## config.mk

```make
export PLATFORM = sky130hd
export DESIGN_NAME = fuzzy_sweep_sequencer
export DESIGN_NICKNAME = d
export VERILOG_FILES = /design/src/rtl/fuzzy_sweep_sequencer.sv
export SDC_FILE = /design/constraint.sdc
export NUM_CORES = 1
export LEC_CHECK = 0
export CORE_UTILIZATION = 57
export DETAILED_ROUTE_END_ITERATION = 16
export GPL_ROUTABILITY_DRIVEN = 1
export PLACE_DENSITY = 0.85
export SYNTH_ARGS = -nofsm -noshare
export SYNTH_HDL_FRONTEND = slang
export SYNTH_SLANG_ARGS = --single-unit
```

## constraint.sdc

```tcl
create_clock -name clk_0 -period 5.8 [get_ports clk_0]
set_input_delay 1.74 -clock clk_0 [delete_from_list [all_inputs] [get_ports clk_0]]
set_output_delay 1.74 -clock clk_0 [all_outputs]
set_load 0.005 [all_outputs]
```

## src/rtl/fuzzy_sweep_sequencer.sv

```systemverilog
`default_nettype none
// ============================================================================
// Module : fuzzy_sweep_sequencer
// Sweeps the Fuzzy_1 inputs over a clamped 2-D grid, waits a settle time per
// point and streams (x, y, result) records over a valid/ready handshake.
// Rev    : 1.0  initial release
// ============================================================================
module fuzzy_sweep_sequencer #(
    parameter int STEP   = 1,
    parameter int LAST   = 254,
    parameter int MIN_IN = 1,
    parameter int MAX_IN = 254,
    parameter int SETTLE = 6
) (
    input  logic       clk_0,
    input  logic       Srst,
    input  logic       start,
    input  logic       abort,
    input  logic [7:0] saida_defuzzy,
    input  logic [5:0] FOU_ATIVO,
    output logic [7:0] Entrada_01,
    output logic [7:0] Entrada_02,
    output logic       EN_REGRAS,
    output logic       out_valid,
    input  logic       out_ready,
    output logic [7:0] out_x,
    output logic [7:0] out_y,
    output logic [7:0] out_data,
    output logic [5:0] out_fou,
    output logic       out_last,
    output logic       busy,
    output logic       done
);

    localparam int CNT_W = $clog2(SETTLE);

    localparam logic [1:0] S_IDLE   = 2'd0;
    localparam logic [1:0] S_SETTLE = 2'd1;
    localparam logic [1:0] S_EMIT   = 2'd2;
    localparam logic [1:0] S_DONE   = 2'd3;

    localparam logic [9:0]       c_step     = 10'(STEP);
    localparam logic [9:0]       c_last     = 10'(LAST);
    localparam logic [8:0]       c_min9     = 9'(MIN_IN);
    localparam logic [8:0]       c_max9     = 9'(MAX_IN);
    localparam logic [7:0]       c_min8     = 8'(MIN_IN);
    localparam logic [7:0]       c_max8     = 8'(MAX_IN);
    localparam logic [CNT_W-1:0] c_cnt_last = CNT_W'(SETTLE - 1);
    localparam logic [CNT_W-1:0] c_cnt_one  = CNT_W'(1);

    logic [1:0]       r_state;
    logic [8:0]       r_i;
    logic [8:0]       r_j;
    logic [CNT_W-1:0] r_cnt;

    logic [9:0] w_i_next;
    logic [9:0] w_j_next;
    logic       w_i_end;
    logic       w_j_end;

    function automatic logic [7:0] drive(input logic [8:0] k);
        logic [7:0] v;
        if (k < c_min9)      v = c_min8;
        else if (k > c_max9) v = c_max8;
        else                 v = k[7:0];
        return v;
    endfunction

    // One extra bit keeps i+STEP from wrapping when LAST approaches 511.
    assign w_i_next = {1'b0, r_i} + c_step;
    assign w_j_next = {1'b0, r_j} + c_step;
    assign w_i_end  = (w_i_next > c_last);
    assign w_j_end  = (w_j_next > c_last);

    assign busy      = (r_state == S_SETTLE) || (r_state == S_EMIT);
    assign done      = (r_state == S_DONE);
    assign EN_REGRAS = (r_state == S_SETTLE);

    always_ff @(posedge clk_0) begin
        if (Srst) begin
            r_state    <= S_IDLE;
            r_i        <= '0;
            r_j        <= '0;
            r_cnt      <= '0;
            Entrada_01 <= c_min8;
            Entrada_02 <= c_min8;
            out_valid  <= 1'b0;
            out_x      <= '0;
            out_y      <= '0;
            out_data   <= '0;
            out_fou    <= '0;
            out_last   <= 1'b0;
        end else if (abort) begin
            // A pending record is simply dropped.
            r_state   <= S_IDLE;
            out_valid <= 1'b0;
        end else begin
            case (r_state)
                S_IDLE, S_DONE: begin
                    if (start) begin
                        r_i        <= '0;
                        r_j        <= '0;
                        r_cnt      <= '0;
                        Entrada_01 <= drive(9'd0);
                        Entrada_02 <= drive(9'd0);
                        r_state    <= S_SETTLE;
                    end
                end
                S_SETTLE: begin
                    r_cnt <= r_cnt + c_cnt_one;
                    if (r_cnt == c_cnt_last) begin
                        out_data  <= saida_defuzzy;
                        out_fou   <= FOU_ATIVO;
                        out_x     <= drive(r_i);
                        out_y     <= drive(r_j);
                        out_last  <= w_i_end && w_j_end;
                        out_valid <= 1'b1;
                        r_state   <= S_EMIT;
                    end
                end
                S_EMIT: begin
                    if (out_valid && out_ready) begin
                        out_valid <= 1'b0;
                        if (out_last) begin
                            r_state <= S_DONE;
                        end else begin
                            r_cnt   <= '0;
                            r_state <= S_SETTLE;
                            if (!w_j_end) begin
                                r_j        <= w_j_next[8:0];
                                Entrada_02 <= drive(w_j_next[8:0]);
                            end else begin
                                r_j        <= '0;
                                r_i        <= w_i_next[8:0];
                                Entrada_01 <= drive(w_i_next[8:0]);
                                Entrada_02 <= drive(9'd0);
                            end
                        end
                    end
                end
                default: r_state <= S_IDLE;
            endcase
        end
    end

endmodule
`default_nettype wire

```

==> flow_summary_export.csv <==
group,metric,value,unit
synthesis,synth_nets,506,
die,die_area,6930,um^2
synthesis,synth_ff_type,"dfxtp_1",
finish,nFillCells,471,
clocking,htreeDepth,3,
global_routing,grt_use_total,0.285,
detailed_routing,num_vias,3698,
timing,hold_violations,0,
die,core_area,6350,um^2
clocking,cts_hold_buffers,0,
critical_path,cp_num_buf_inv,1,
synthesis,yosysUniqueCellTypes,65,
critical_path,max_stage_delay,0.80,ns
job,drv_cap,0,
critical_path,crit_path_start_kind,"primary input",
detailed_routing,wire_per_inst,16.3,um
critical_path,cp_slowest_cell,"nor2_1",
global_routing,antenna_found_initial,0,
synthesis,syn_avg_cell_area,7.93,um^2
timing,setup_viol,0,
critical_path,reg2reg_depth,7,
timing,maxSlewViolCount,0,
critical_path,crit_path_start,"Srst",
die,start_util,0.593,
placement,dp_slack,1.57,ns
clocking,cts_buffers,9,
synthesis,yosysSeqAreaShare,0.378,
placement,dpl.hpwl,6650,um
placement,dp_cells,586,
finish,antenna_cells,0,
synthesis,yosys.area.top_type,"dfxtp_1",
finish,regArea,1420,um^2
global_routing,grt_max_degree,31,
finish,fin_nets,551,
outcome,status,"complete, no violations",
clocking,post-cts-setup-buffer-count,0,
die,io_pins,70,
timing,fmax,253,MHz
detailed_routing,wl,9840,um
worst_hold_path,hold_path_class,"reg -> reg",
critical_path,cp.depth,4,
clocking,clk_latency,0.36,ns
critical_path,cp-endpoint,"r_j[6]",
clocking,clock_path_buffers,2,
finish,syn2layout_area_growth,23.4,%
synthesis,netlist_instances,475,
detailed_routing,dr.pass1.iters,7,
finish,final_layout_size_suffix_gt1_frac,0.0705,
timing,period_needed,3.95,ns
clocking,postCtsResizedCells,0,
critical_path,required,6.06,ns
timing,slew_headroom,0.308,
timing,layout_setup_ws,1.85,ns
critical_path,crit_type,"in -> reg",
synthesis,synth_edf_count,0,
power_and_ir_drop,p_per_area,212,nW/um^2
die,die_w,83.3,um
die,core.rowCount,29,
critical_path,crit_chain,"clkdlybuf4s50_1 -> nor2_1 -> nand3_1 -> o21ai_1",
synthesis,synth_area_leaders,"dfxtp_1 38%, nand2_1 7.7%, a21oi_1 5.1%",
critical_path,path_max_fanout,18,
timing,fin_crit_sh,0.681,
timing,fin_skew,0.00714,ns
critical_path,r2r_slack,2.55,ns
synthesis,ys_warn_count,0,
synthesis,netlist_area,3760,um^2
timing,rsz0062_at_grt,"no",
placement,place.gp.congestion,0.920,
placement,io_buffers,69,
die,die_y,83.3,um
clocking,root_buffer,"clkbuf_8",
critical_path,timing.rr.end,"r_j[6]",
power_and_ir_drop,peakVddDrop,0.163,mV
critical_path,end_kind,"register",
synthesis,synth_seq_cells,71,
finish,multiInputGateArea,2130,um^2
detailed_routing,route.detailed.drc,0,
critical_path,timing.rr.start,"r_j[1]",
timing,tightest_slew,1.04,ns
detailed_routing,via_per_inst,6.14,
clocking,clkSlewWorstSetupHoldPaths,0.08,ns
clocking,cts_tree,"built",
detailed_routing,antenna_left,0,
synthesis,netlist.area_leader.share,0.378,
critical_path,critPathArrivalTime,4.21,ns
synthesis,synth-async-reset-ratio,0,
clocking,cts.sinks,71,
global_routing,grt_pass1_vias,3275,
power_and_ir_drop,leakagePower,0.00156,uW
global_routing,grt_pass1_wl,16000,um
global_routing,gr-total-overflow,0,
detailed_routing,drt_iter0_drc,402,
critical_path,cp_top_family,"simple AND/OR/NAND/NOR gates",
timing,finalSetupTns,0,ns
timing,worst_hold_slack,0.448,ns
finish,final_cells,602,
==> cell families (layout without fill, tap and decap cells) <==
| logic type | count (synthesis) | count (layout) | share of synthesized area |
|---|---|---|---|
| fa+ha+maj | 12 | 12 | 0.0399 |
| mux | 6 | 6 | 0.0169 |
| simple gates | 197 | 197 | 0.257 |
| flops | 71 | 71 | 0.378 |
| xor+xnor | 13 | 13 | 0.0302 |
| compound gates | 123 | 123 | 0.222 |
| buf+inv | 53 | 103 | 0.0568 |
==> synth_stat cells, types with 3 or more instances <==
cell type / n
mux2_2: 3
ha_1: 12
a22oi_1: 4
xnor2_1: 5
buf_2: 6
or4_1: 3
o21ai_0: 16
o211ai_1: 6
a31o_1: 4
a211o_1: 3
xor2_1: 8
nand4_1: 10
clkbuf_1: 28
o22ai_1: 3
o31ai_1: 8
a21oi_1: 38
nand2_1: 77
or3_1: 5
nor3_1: 26
a31oi_1: 4
nor2b_1: 7
nand3_1: 18
nor2_1: 23
o21ai_1: 13
mux2i_1: 3
or2_2: 3
inv_1: 16
and2_1: 5
dfxtp_1: 71
and3_1: 4
==> registers in the layout (all words and copies together) (netlist names) <==
register / flops
r_j: 9
out_data: 8
Entrada_02: 8
r_cnt: 3
out_y: 8
out_x: 8
out_fou: 6
r_state: 2
out_valid: 1
Entrada_01: 8
r_i: 9
out_last: 1
==> how the worst min path moves through the flow <==
stage / startpoint / to / cells past startpoint
floorplan: Entrada_02[1] / Entrada_02[1] / 2
global placement: Entrada_02[1] / Entrada_02[1] / 2
CTS: Entrada_02[1] / Entrada_02[1] / 2
detailed placement: Entrada_02[1] / Entrada_02[1] / 2
global route: out_fou[5] / out_fou[5] / 2
finish: Entrada_02[1] / Entrada_02[1] / 2
==> report_power, final <==
part / internal [uW] / leakage, uW / switching, uW
Sequential: 488 / 0.000572 / 1.21
Combinational: 20.0 / 0.000875 / 24.9
Clock: 248 / 0.000115 / 205
Total: 756 / 0.00156 / 231
==> layer usage <==
layer  track usage  routed length [um]
met5             0                   0
met2         0.446                4520
met1         0.389                4370
met3        0.0507                 686
met4         0.110                 257
==> per-stage QoR <==
stage / util / power, uW / cell area, um^2
after global routing: 0.732 / 1020 / 4650
after CTS: 0.732 / 990 / 4650
final: 0.732 / 987 / 4650
after floorplan: - / 523 / 3760
after global placement: 0.695 / 544 / 4420
after detailed placement: 0.695 / 545 / 4420
==> worst register-to-register path: stages, from the launching register on <==
cell and delay [ns]:
dfxtp_1 0.62, ha_1 0.53, nand3_1 0.15, xor2_1 0.46, a2111oi_4 0.15, a21oi_2 0.42, nand3_1 0.47, o21ai_1 0.35
==> placed cells by master, fill, tap and decap left out, drive strengths merged, types with 3 or more instances in the layout <==
| cell type | Yosys | final |
|---|---|---|
| xor2 | 8 | 8 |
| clkdlybuf4s50 | 0 | 69 |
| a21oi | 39 | 39 |
| nor2 | 24 | 24 |
| nand4 | 10 | 10 |
| a21boi | 3 | 3 |
| or3 | 6 | 6 |
| mux2 | 3 | 3 |
| a211o | 3 | 3 |
| xnor2 | 5 | 5 |
| and2 | 5 | 5 |
| nor2b | 7 | 7 |
| o211ai | 6 | 6 |
| inv | 16 | 17 |
| dfxtp | 71 | 71 |
| o22ai | 3 | 3 |
| nand2 | 77 | 77 |
| nor3 | 26 | 26 |
| a31o | 4 | 4 |
| a31oi | 4 | 4 |
| a22oi | 5 | 5 |
| clkbuf | 28 | 9 |
| o311ai | 3 | 3 |
| mux2i | 3 | 3 |
| or2 | 3 | 3 |
| nand3 | 19 | 19 |
| o31ai | 8 | 8 |
| or4 | 3 | 3 |
| and3 | 4 | 4 |
| o21ai | 29 | 29 |
| a2111oi | 3 | 3 |
| ha | 12 | 12 |
| clkinv | 0 | 4 |
==> final cells by class <==
class	instances	share of cell area
clock inverters	7	0.0229
well taps	77	0.0207
multi-input cells	351	0.459
inverters	16	0.0129
flip-flops and latches	71	0.306
clock buffers	9	0.0267
repair buffers	71	0.152
Note: power is estimated with default switching activity, not from simulation.
